$ cat src/rtl/vgachargen_apb_if_pkg.sv
// Shared types and constants for the vgachargen APB port-A front end.
package vgachargen_apb_if_pkg;

  localparam int CH_MAP_ADDR_WIDTH  = 12;
  localparam int CH_MAP_DATA_WIDTH  = 8;
  localparam int COL_MAP_ADDR_WIDTH = 12;
  localparam int CH_T_ADDR_WIDTH    = 8;
  localparam int CH_T_DATA_WIDTH    = 128;

  // 80x30 text screen
  localparam int          CH_MAP_SIZE = 2400;
  localparam logic [31:0] CTRL_ID     = 32'h5647_4331;

  typedef enum logic [1:0] {
    REGION_CH_MAP  = 2'b00,
    REGION_COL_MAP = 2'b01,
    REGION_CH_T    = 2'b10,
    REGION_CTRL    = 2'b11
  } region_e;

  typedef enum logic [1:0] {
    IDLE = 2'd0,
    WAIT = 2'd1,
    DONE = 2'd2
  } apb_state_e;

endpackage

$ cat src/rtl/vgachargen_apb_if_if.sv
// APB3 bus bundle; members keep the slave-side port names of vgachargen_apb_if.
interface vgachargen_apb_if_if #(
  parameter int AW = 32,
  parameter int DW = 32
);
  logic          psel_i;
  logic          penable_i;
  logic          pwrite_i;
  logic [AW-1:0] paddr_i;
  logic [DW-1:0] pwdata_i;
  logic [DW-1:0] prdata_o;
  logic          pready_o;
  logic          pslverr_o;

  modport slave (
    input  psel_i, penable_i, pwrite_i, paddr_i, pwdata_i,
    output prdata_o, pready_o, pslverr_o
  );

  modport master (
    output psel_i, penable_i, pwrite_i, paddr_i, pwdata_i,
    input  prdata_o, pready_o, pslverr_o
  );
endinterface

$ cat src/rtl/vgachargen_apb_if.sv
// APB3 slave owning port A of ch_map/col_map/ch_t_rw; every access takes exactly 2 wait states.
// Define VGACHARGEN_APB_PSLVERR_EN to report out-of-range map accesses and ctrl writes on PSLVERR.
module vgachargen_apb_if
  import vgachargen_apb_if_pkg::*;
#(
  parameter int APB_ADDR_WIDTH = 32,
  parameter int APB_DATA_WIDTH = 32
) (
  input  logic                          clk_i,
  input  logic                          rst_i,
  vgachargen_apb_if_if.slave            apb,
  output logic [CH_MAP_ADDR_WIDTH-1:0]  ch_map_addr_o,
  output logic [CH_MAP_DATA_WIDTH-1:0]  ch_map_data_o,
  output logic                          ch_map_wen_o,
  input  logic [CH_MAP_DATA_WIDTH-1:0]  ch_map_data_i,
  output logic [COL_MAP_ADDR_WIDTH-1:0] col_map_addr_o,
  output logic [7:0]                    col_map_data_o,
  output logic                          col_map_wen_o,
  input  logic [7:0]                    col_map_data_i,
  output logic [CH_T_ADDR_WIDTH-1:0]    ch_t_rw_addr_o,
  output logic [CH_T_DATA_WIDTH-1:0]    ch_t_rw_data_o,
  output logic                          ch_t_rw_wen_o,
  input  logic [CH_T_DATA_WIDTH-1:0]    ch_t_rw_data_i
);

  function automatic logic [CH_T_DATA_WIDTH-1:0] rmw_merge(
    input logic [CH_T_DATA_WIDTH-1:0] row,
    input logic [1:0]                 slice,
    input logic [31:0]                word
  );
    logic [CH_T_DATA_WIDTH-1:0] merged;
    merged = row;
    merged[32*slice +: 32] = word;
    return merged;
  endfunction

  logic [APB_ADDR_WIDTH-1:0] paddr;
  logic [APB_DATA_WIDTH-1:0] pwdata;
  assign paddr  = apb.paddr_i;
  assign pwdata = apb.pwdata_i;

  wire unused_paddr_hi = ^paddr[APB_ADDR_WIDTH-1:16];

  apb_state_e                  state_q, state_d;
  logic [APB_DATA_WIDTH-1:0]   prdata_q;
  logic                        pready_q;
  region_e                     region;
  logic [CH_MAP_ADDR_WIDTH-1:0] word_idx;
  logic [1:0]                  slice;
  logic                        map_region;
  logic                        out_of_range;
  logic                        start;
  logic [APB_DATA_WIDTH-1:0]   rdata_c;

  assign region       = region_e'(paddr[15:14]);
  assign word_idx     = paddr[2 +: CH_MAP_ADDR_WIDTH];
  assign slice        = paddr[3:2];
  assign map_region   = (region == REGION_CH_MAP) || (region == REGION_COL_MAP);
  assign out_of_range = map_region && (word_idx >= CH_MAP_ADDR_WIDTH'(CH_MAP_SIZE));
  assign start        = (state_q == IDLE) && apb.psel_i && apb.penable_i;

  // Addresses and write data follow the bus directly; APB holds them for the whole transfer.
  assign ch_map_addr_o  = word_idx;
  assign ch_map_data_o  = pwdata[CH_MAP_DATA_WIDTH-1:0];
  assign col_map_addr_o = paddr[2 +: COL_MAP_ADDR_WIDTH];
  assign col_map_data_o = pwdata[7:0];
  assign ch_t_rw_addr_o = paddr[4 +: CH_T_ADDR_WIDTH];
  assign ch_t_rw_data_o = rmw_merge(ch_t_rw_data_i, slice, pwdata);

  // Byte maps write in T0; glyph rows must wait for the old row to merge into, so they write in T1.
  assign ch_map_wen_o  = !rst_i && start && apb.pwrite_i && (region == REGION_CH_MAP) && !out_of_range;
  assign col_map_wen_o = !rst_i && start && apb.pwrite_i && (region == REGION_COL_MAP) && !out_of_range;
  assign ch_t_rw_wen_o = !rst_i && (state_q == WAIT) && apb.pwrite_i && (region == REGION_CH_T);

  always_comb begin
    rdata_c = '0;
    case (region)
      REGION_CH_MAP:  if (!out_of_range) rdata_c = APB_DATA_WIDTH'(ch_map_data_i);
      REGION_COL_MAP: if (!out_of_range) rdata_c = APB_DATA_WIDTH'(col_map_data_i);
      REGION_CH_T:    rdata_c = ch_t_rw_data_i[32*slice +: 32];
      REGION_CTRL:    if (paddr[13:0] == 14'd0) rdata_c = CTRL_ID;
      default:        rdata_c = '0;
    endcase
  end

  always_comb begin
    state_d = state_q;
    case (state_q)
      IDLE:    if (start) state_d = WAIT;
      WAIT:    state_d = DONE;
      DONE:    state_d = IDLE;
      default: state_d = IDLE;
    endcase
  end

  always_ff @(posedge clk_i) begin
    if (rst_i) begin
      state_q  <= IDLE;
      prdata_q <= '0;
      pready_q <= 1'b0;
    end else begin
      state_q <= state_d;
      if (state_q == WAIT) begin
        pready_q <= 1'b1;
        if (!apb.pwrite_i) prdata_q <= rdata_c;
      end else if (state_q == DONE) begin
        pready_q <= 1'b0;
      end
    end
  end

  assign apb.prdata_o = prdata_q;
  assign apb.pready_o = pready_q;

`ifdef VGACHARGEN_APB_PSLVERR_EN
  logic pslverr_q;
  logic err_c;
  assign err_c = out_of_range || ((region == REGION_CTRL) && apb.pwrite_i);

  always_ff @(posedge clk_i) begin
    if (rst_i) begin
      pslverr_q <= 1'b0;
    end else if (state_q == WAIT) begin
      pslverr_q <= err_c;
    end else if (state_q == DONE) begin
      pslverr_q <= 1'b0;
    end
  end

  assign apb.pslverr_o = pslverr_q;
`else
  assign apb.pslverr_o = 1'b0;
`endif

endmodule

$ cat src/flat_wrapper.sv
// flat-port wrapper written by rule: the top's interface ports become plain ports
module vgachargen_apb_if_flat import vgachargen_apb_if_pkg::*;
#(
  parameter int APB_ADDR_WIDTH = 32,
  parameter int APB_DATA_WIDTH = 32
)
  (clk_i, rst_i, ch_map_addr_o, ch_map_data_o, ch_map_wen_o, ch_map_data_i, col_map_addr_o, col_map_data_o, col_map_wen_o, col_map_data_i, ch_t_rw_addr_o, ch_t_rw_data_o, ch_t_rw_wen_o, ch_t_rw_data_i, apb_psel_i, apb_penable_i, apb_pwrite_i, apb_paddr_i, apb_pwdata_i, apb_prdata_o, apb_pready_o, apb_pslverr_o);
  vgachargen_apb_if_if apb_i ();
  input  logic clk_i;
  input  logic rst_i;
  output logic [CH_MAP_ADDR_WIDTH-1:0] ch_map_addr_o;
  output logic [CH_MAP_DATA_WIDTH-1:0] ch_map_data_o;
  output logic ch_map_wen_o;
  input  logic [CH_MAP_DATA_WIDTH-1:0] ch_map_data_i;
  output logic [COL_MAP_ADDR_WIDTH-1:0] col_map_addr_o;
  output logic [7:0] col_map_data_o;
  output logic col_map_wen_o;
  input  logic [7:0] col_map_data_i;
  output logic [CH_T_ADDR_WIDTH-1:0] ch_t_rw_addr_o;
  output logic [CH_T_DATA_WIDTH-1:0] ch_t_rw_data_o;
  output logic ch_t_rw_wen_o;
  input  logic [CH_T_DATA_WIDTH-1:0] ch_t_rw_data_i;
  input wire logic [$bits(apb_i.psel_i)-1:0] apb_psel_i;
  input wire logic [$bits(apb_i.penable_i)-1:0] apb_penable_i;
  input wire logic [$bits(apb_i.pwrite_i)-1:0] apb_pwrite_i;
  input wire logic [$bits(apb_i.paddr_i)-1:0] apb_paddr_i;
  input wire logic [$bits(apb_i.pwdata_i)-1:0] apb_pwdata_i;
  output wire logic [$bits(apb_i.prdata_o)-1:0] apb_prdata_o;
  output wire logic [$bits(apb_i.pready_o)-1:0] apb_pready_o;
  output wire logic [$bits(apb_i.pslverr_o)-1:0] apb_pslverr_o;
  assign apb_i.psel_i = apb_psel_i;
  assign apb_i.penable_i = apb_penable_i;
  assign apb_i.pwrite_i = apb_pwrite_i;
  assign apb_i.paddr_i = apb_paddr_i;
  assign apb_i.pwdata_i = apb_pwdata_i;
  assign apb_prdata_o = apb_i.prdata_o;
  assign apb_pready_o = apb_i.pready_o;
  assign apb_pslverr_o = apb_i.pslverr_o;
  vgachargen_apb_if #(.APB_ADDR_WIDTH(APB_ADDR_WIDTH), .APB_DATA_WIDTH(APB_DATA_WIDTH)) u_core (.clk_i(clk_i), .rst_i(rst_i), .apb(apb_i), .ch_map_addr_o(ch_map_addr_o), .ch_map_data_o(ch_map_data_o), .ch_map_wen_o(ch_map_wen_o), .ch_map_data_i(ch_map_data_i), .col_map_addr_o(col_map_addr_o), .col_map_data_o(col_map_data_o), .col_map_wen_o(col_map_wen_o), .col_map_data_i(col_map_data_i), .ch_t_rw_addr_o(ch_t_rw_addr_o), .ch_t_rw_data_o(ch_t_rw_data_o), .ch_t_rw_wen_o(ch_t_rw_wen_o), .ch_t_rw_data_i(ch_t_rw_data_i));
endmodule
$ cat config.mk
export PLATFORM = sky130hd
export DESIGN_NAME = vgachargen_apb_if_flat
export DESIGN_NICKNAME = d
export VERILOG_FILES = /design/src/rtl/vgachargen_apb_if_pkg.sv /design/src/rtl/vgachargen_apb_if_if.sv /design/src/rtl/vgachargen_apb_if.sv /design/src/flat_wrapper.sv
export SDC_FILE = /design/constraint.sdc
export NUM_CORES = 1
export LEC_CHECK = 0
export CORE_AREA = 2 2 166 168
export DETAILED_ROUTE_END_ITERATION = 6
export DIE_AREA = 0 0 168 170
export HOLD_SLACK_MARGIN = 0.02
export SKIP_CTS_REPAIR_TIMING = 1
export SYNTH_ARGS = -nofsm -noshare
export SYNTH_HDL_FRONTEND = slang
export SYNTH_SLANG_ARGS = --single-unit
export TNS_END_PERCENT = 50
$ cat constraint.sdc
create_clock -name clk_i -period 4.4 [get_ports clk_i]
set_input_delay 0.66 -clock clk_i [delete_from_list [all_inputs] [get_ports clk_i]]
set_output_delay 0.66 -clock clk_i [all_outputs]
set_load 0.01 [all_outputs]
* After elaboration in Yosys (flattened, before gate mapping)
Index checks and enable logic that the tools add are counted.
** Operators by class
- $add $sub $neg :: 1
- Magnitude comparators :: 1
- Eq/ne operators :: 6
- Shifts and indexed selects :: 3
- Mux-type cells :: 9
- Bitwise operators :: 1
- Reduce and logical (&&, ||, !) cells :: 20
** Operators by type and width (number)
- bitwise mux 128 bit :: 1
- case mux 32 bit (4 select lines) :: 1
- variable shift 32 x 34 -> 128 bit (first input constant) :: 1
- variable part select 128 x 8 -> 32 bit :: 1
- variable part select 32 x 34 -> 128 bit :: 1
- negator 7 -> 34 bit :: 1
- 2-to-1 mux 31 bit :: 1
- 2-to-1 mux 8 bit :: 2
- zero test 14 bit :: 1
- greater-or-equal comparator 12 bit (second input constant) :: 1
- logical AND 1 bit :: 12
- == test 2 bit (second input constant) :: 3
- == test 2 x 1 -> 1 bit (second input constant) :: 2
- zero test 2 bit :: 2
- case mux 2 bit (2 select lines) :: 1
- zero test 1 bit :: 2
- 2-to-1 mux 1 bit :: 2
- 2-to-1 mux 2 bit :: 1
- inequality test 2 x 1 -> 1 bit (second input constant) :: 1
- AND reduction 2 bit :: 1
- nonzero test 2 bit :: 1
- logical OR 1 bit :: 1
- NOT 1 bit :: 1
** Word-level totals
- Flip-flop bits (word level) :: 35
- Output and inout bits :: 213
- Word-level logic and storage cells :: 44

* Logic depth before layout (Yosys ltp)
Gate-level depths: netlist of the first run.
- Word-level depth :: 7
- Depth in mapped cells :: 11
- Mapped depth without buffers :: 6

* Worst setup path after synthesis of the first run
Ideal clock, no wire load.
- Path type :: input-to-output
- Start :: input port apb_paddr_i[3]
- End :: output port ch_t_rw_data_o[66]
- Arrival :: 2.446 ns
- Data required time :: 3.740 ns
- Slack :: 1.294 ns
- Stages on the path :: 11
- Path buffers :: 6
- Path through :: buf_2 > buf_4 > buf_2 > inv_1 > ha_1 > buf_2 > nor4bb_1 > clkbuf_1 > buf_2 > nand2_1 > o21ai_0
** On the way
- Longest elaborated chain between the ends :: 3
- Elaborated cells between the ends (all ways) :: 4
- Those cells by class :: 1 x add/sub; 2 x shift; 1 x mux
** RTL lines
- start, declared :: line flat_wrapper.sv:26 : input wire logic [$bits(apb_i.paddr_i)-1:0] apb_paddr_i;
- negator 7 -> 34 bit * :: line vgachargen_apb_if.sv:33 : merged[32*slice +: 32] = word;
- variable part select 32 x 34 -> 128 bit or variable shift 32 x 34 -> 128 bit (tied branches) :: line vgachargen_apb_if.sv:33
- bitwise mux 128 bit * :: line vgachargen_apb_if.sv:33
- end, declared :: line flat_wrapper.sv:20 : output logic [CH_T_DATA_WIDTH-1:0] ch_t_rw_data_o;
Mark *: on every way between the ends. The rest lies on a longest branch, timed or not.

* Final worst setup path of the first run
- Start :: input port apb_paddr_i[3]
- End :: output port ch_t_rw_data_o[96]
The elaborated chain is that of the path after synthesis.

==> impl_metrics.tcl, run 1 <==
set metrics [dict create \
    status "finished clean" \
    p_sw_w 0.000567 \
    multi_input_area_sq_mm 0.00292 \
    drive_gt1_share_pct 5.58 \
    cp_max_fo 31 \
    die-area_sq_mm 0.0286 \
    critPathBufInv 4 \
    synth_common_cells "133 x inv_1, 133 x nand2_1, 115 x o21ai_0" \
    drt_iter0_drc 382 \
    insertion_delay_ns 0.29 \
    fillCellCount 2819 \
    placedInstanceArea_sq_mm 0.00878 \
    p_sw_share_pct 34.6 \
    grt_pass1_vias 6453 \
    grtUsageTotal_pct 18.8 \
    crit_top_cell "buf_4" \
    antenna_found_initial 0 \
    worst_pin_slew_ns 0.967 \
    synth_ff_type "dfxtp_1" \
    critPathLaunchType "input port" \
    clock_path_buffers 2 \
    synth_area_leader_cell "dfxtp_1" \
    vias 6280 \
    syn_nets 941 \
    dp.cells 1391 \
    numCtsBuffers 5 \
    regArea_sq_um 701 \
    dr.pass1.iters 5 \
    postRouteAntennaNets 0 \
    stdcell_area_sq_mm 0.00895 \
    synth_edf_count 0 \
    area_growth_pct 91.4 \
    synth.avg_cell_area_sq_um 6.49 \
    final_max_slew_viol_count 0 \
    viasPerCell 4.49 \
    hold_viol_final 0 \
    synth.distinct_cells 48 \
    die_h_um 170 \
    skew_ns 0.00651 \
    critPathMaxStageDelay_ns 0.59 \
    hold_depth 2 \
    routed_wl_mm 28.0 \
    setup_violations 0 \
    rows 60 \
    async_flop_share_pct 0 \
    htree_levels 2 \
    pwr-share-comb_pct 53.1 \
    io_pins 426 \
    p_clk_share_pct 26.0 \
    drc 0 \
    synth-seq-cells 35 \
    utilization_pct 33.6 \
    root_buffer "clkbuf_16" \
    overflow 0 \
    netlist_instances 721 \
    seq_area_frac_synth_pct 15.0 \
    drv_cap 0 \
    fin_nets 1277 \
    r2r_start "u_core.state_q[1]" \
    min_from "u_core.state_q[1]" \
    wire_per_inst_um 20.0 \
    finalCriticalPeriod_ns 3.76 \
    power.density_mw_per_mm2 183 \
    place_congestion 0.830 \
    io_buffers 408 \
    seqPwrFrac_pct 20.8 \
    rsz0062_at_grt "no" \
    yosys_warnings 0 \
    layout.cells.non_filler 1399 \
    slew_headroom_pct 35.5 \
    reg2reg_depth 7 \
    cts_num_sinks 35 \
    vdd_drop_max_uv 105 \
    grt_start_max_net_pins 35 \
    worstPathRequired_ns 3.74 \
    grt_pass1_wl_mm 40.2 \
    die_w_um 168 \
    tns_ns 0 \
    cp.arrival_ns 3.10 \
    worstSetupEndpointType "output pin" \
    crit_cells 8 \
    coreArea_sq_mm 0.0267 \
    hp-class "reg2reg" \
    synth_area_sq_mm 0.00468 \
    clkTransAtPathRegs_ns 0.06 \
    synth.area.top_cells "dfxtp_1 15%, o21ai_0 12%, inv_1 11%, nand2_1 11%, buf_4 8.5%" \
    p_leak_nw 3.63 \
    internal_power_w 0.00107 \
    cpLargestDelayFamily "buffers and inverters" \
    worstPathCellList "buf_4 -> buf_4 -> ha_2 -> nor4b_4 -> buf_12 -> nand2_1 -> o21ai_0 -> clkdlybuf4s50_1" \
    cp_slowest_cell "clkdlybuf4s50_1" \
    place_hpwl_mm 20.8 \
    crit_type "in2out" \
    rrSetupSlack_ns 2.24 \
    period_share_pct 85.4 \
    cts_tree "built" \
    synth_top_area_share_pct 15.0 \
    whs_endpoint "u_core.state_q[1]" \
    antenna_cells 0 \
    r2r-end "u_core.apb.prdata_o[0]" \
    clock.fmax_mhz 266 \
    initial_core_util_pct 17.6 \
]
-- final cells by class --
| cell class | instances | share of cell area [%] |
|---|---|---|
| inverter | 133 | 5.58 |
| clock inverter | 3 | 0.489 |
| clock buffer | 5 | 1.40 |
| timing repair buffer | 427 | 47.4 |
| multi-input combinational | 455 | 32.6 |
| sequential | 35 | 7.83 |
| tap | 341 | 4.77 |
-- through the flow --
stage                     power (W)  setup slack (ns)  hold slack [ns]
after floorplan            0.000689              1.29            0.444
after global placement      0.00122             0.594            0.453
after detailed placement    0.00122             0.576            0.463
after CTS                   0.00167             0.575            0.473
after global routing        0.00173             0.454            0.499
final                       0.00164             0.643            0.470
-- worst reg2reg max path, cell delays in order, from the launching register on --
cell and delay [ns]:
dfxtp_1 0.31, inv_1 0.09, ha_1 0.26, nand2b_1 0.39
buf_4 0.37, o2bb2ai_1 0.14, nor4b_1 0.36, a211oi_1 0.12
-- flip-flops by register name, indices dropped and copies added (netlist names) --
register,flops
u_core.state_q,2
u_core.apb.pready_o,1
u_core.apb.prdata_o,32
-- worst max-delay path by stage --
stage,to,startpoint
floorplan,ch_t_rw_data_o[66],apb_paddr_i[3]
global placement,ch_t_rw_data_o[96],apb_paddr_i[3]
detailed placement,ch_t_rw_data_o[96],apb_paddr_i[3]
CTS,ch_t_rw_data_o[96],apb_paddr_i[3]
global route,ch_t_rw_data_o[96],apb_paddr_i[3]
finish,ch_t_rw_data_o[96],apb_paddr_i[3]
-- cell usage in the layout, fill, tap and decap left out, drive strengths merged, types with 2 or more instances in the layout --
master / Yosys / layout
a21oi: 7 / 7
a22o: 11 / 11
a211oi: 3 / 3
mux2: 3 / 3
o221ai: 14 / 14
mux4: 13 / 13
nor4b: 4 / 4
inv: 133 / 133
nand3: 9 / 9
nor4bb: 2 / 2
a22oi: 13 / 13
nor2b: 4 / 4
nor2: 25 / 25
nand4: 2 / 2
nor4: 2 / 2
nor3b: 3 / 3
o21ai: 129 / 129
ha: 7 / 7
a31oi: 5 / 5
a2111oi: 3 / 3
buf: 78 / 22
nor3: 5 / 5
clkbuf: 20 / 5
a221oi: 2 / 2
clkdlybuf4s50: 0 / 405
clkinv: 0 / 2
nand2: 133 / 133
o2bb2ai: 3 / 3
o21bai: 3 / 3
dfxtp: 35 / 35
mux2i: 39 / 39
-- per-layer routing --
layer / routed length, um / global-route usage [%]
met1: 12100 / 23.3
met2: 13800 / 33.3
met3: 1740 / 3.84
met4: 383 / 4.57
met5: 0 / 0
-- cells by family after synthesis --
group / synth area share, %
buf+inv: 23.6
compound gates: 25.8
simple gates: 18.4
mux: 15.3
flops: 15.0
fa+ha+maj: 1.87
other cells: 0.0802
-- power by group through the flow --
stage / clock network, W / registers, W / logic (W)
after floorplan: 0 / 0.000352 / 0.000337
after global placement: 0 / 0.000347 / 0.000870
after detailed placement: 0 / 0.000348 / 0.000873
after CTS: 0.000449 / 0.000341 / 0.000877
after global routing: 0.000456 / 0.000342 / 0.000931
final: 0.000426 / 0.000341 / 0.000870
Note: power is estimated with default switching activity, not from simulation.
==> inputs of run 2 (changes only) <==
Settings changed: SKIP_CTS_REPAIR_TIMING 1 to unset.
==> results of run 2 <==
Same layout as run 1: the final DEF is identical, and so are final timing and power.
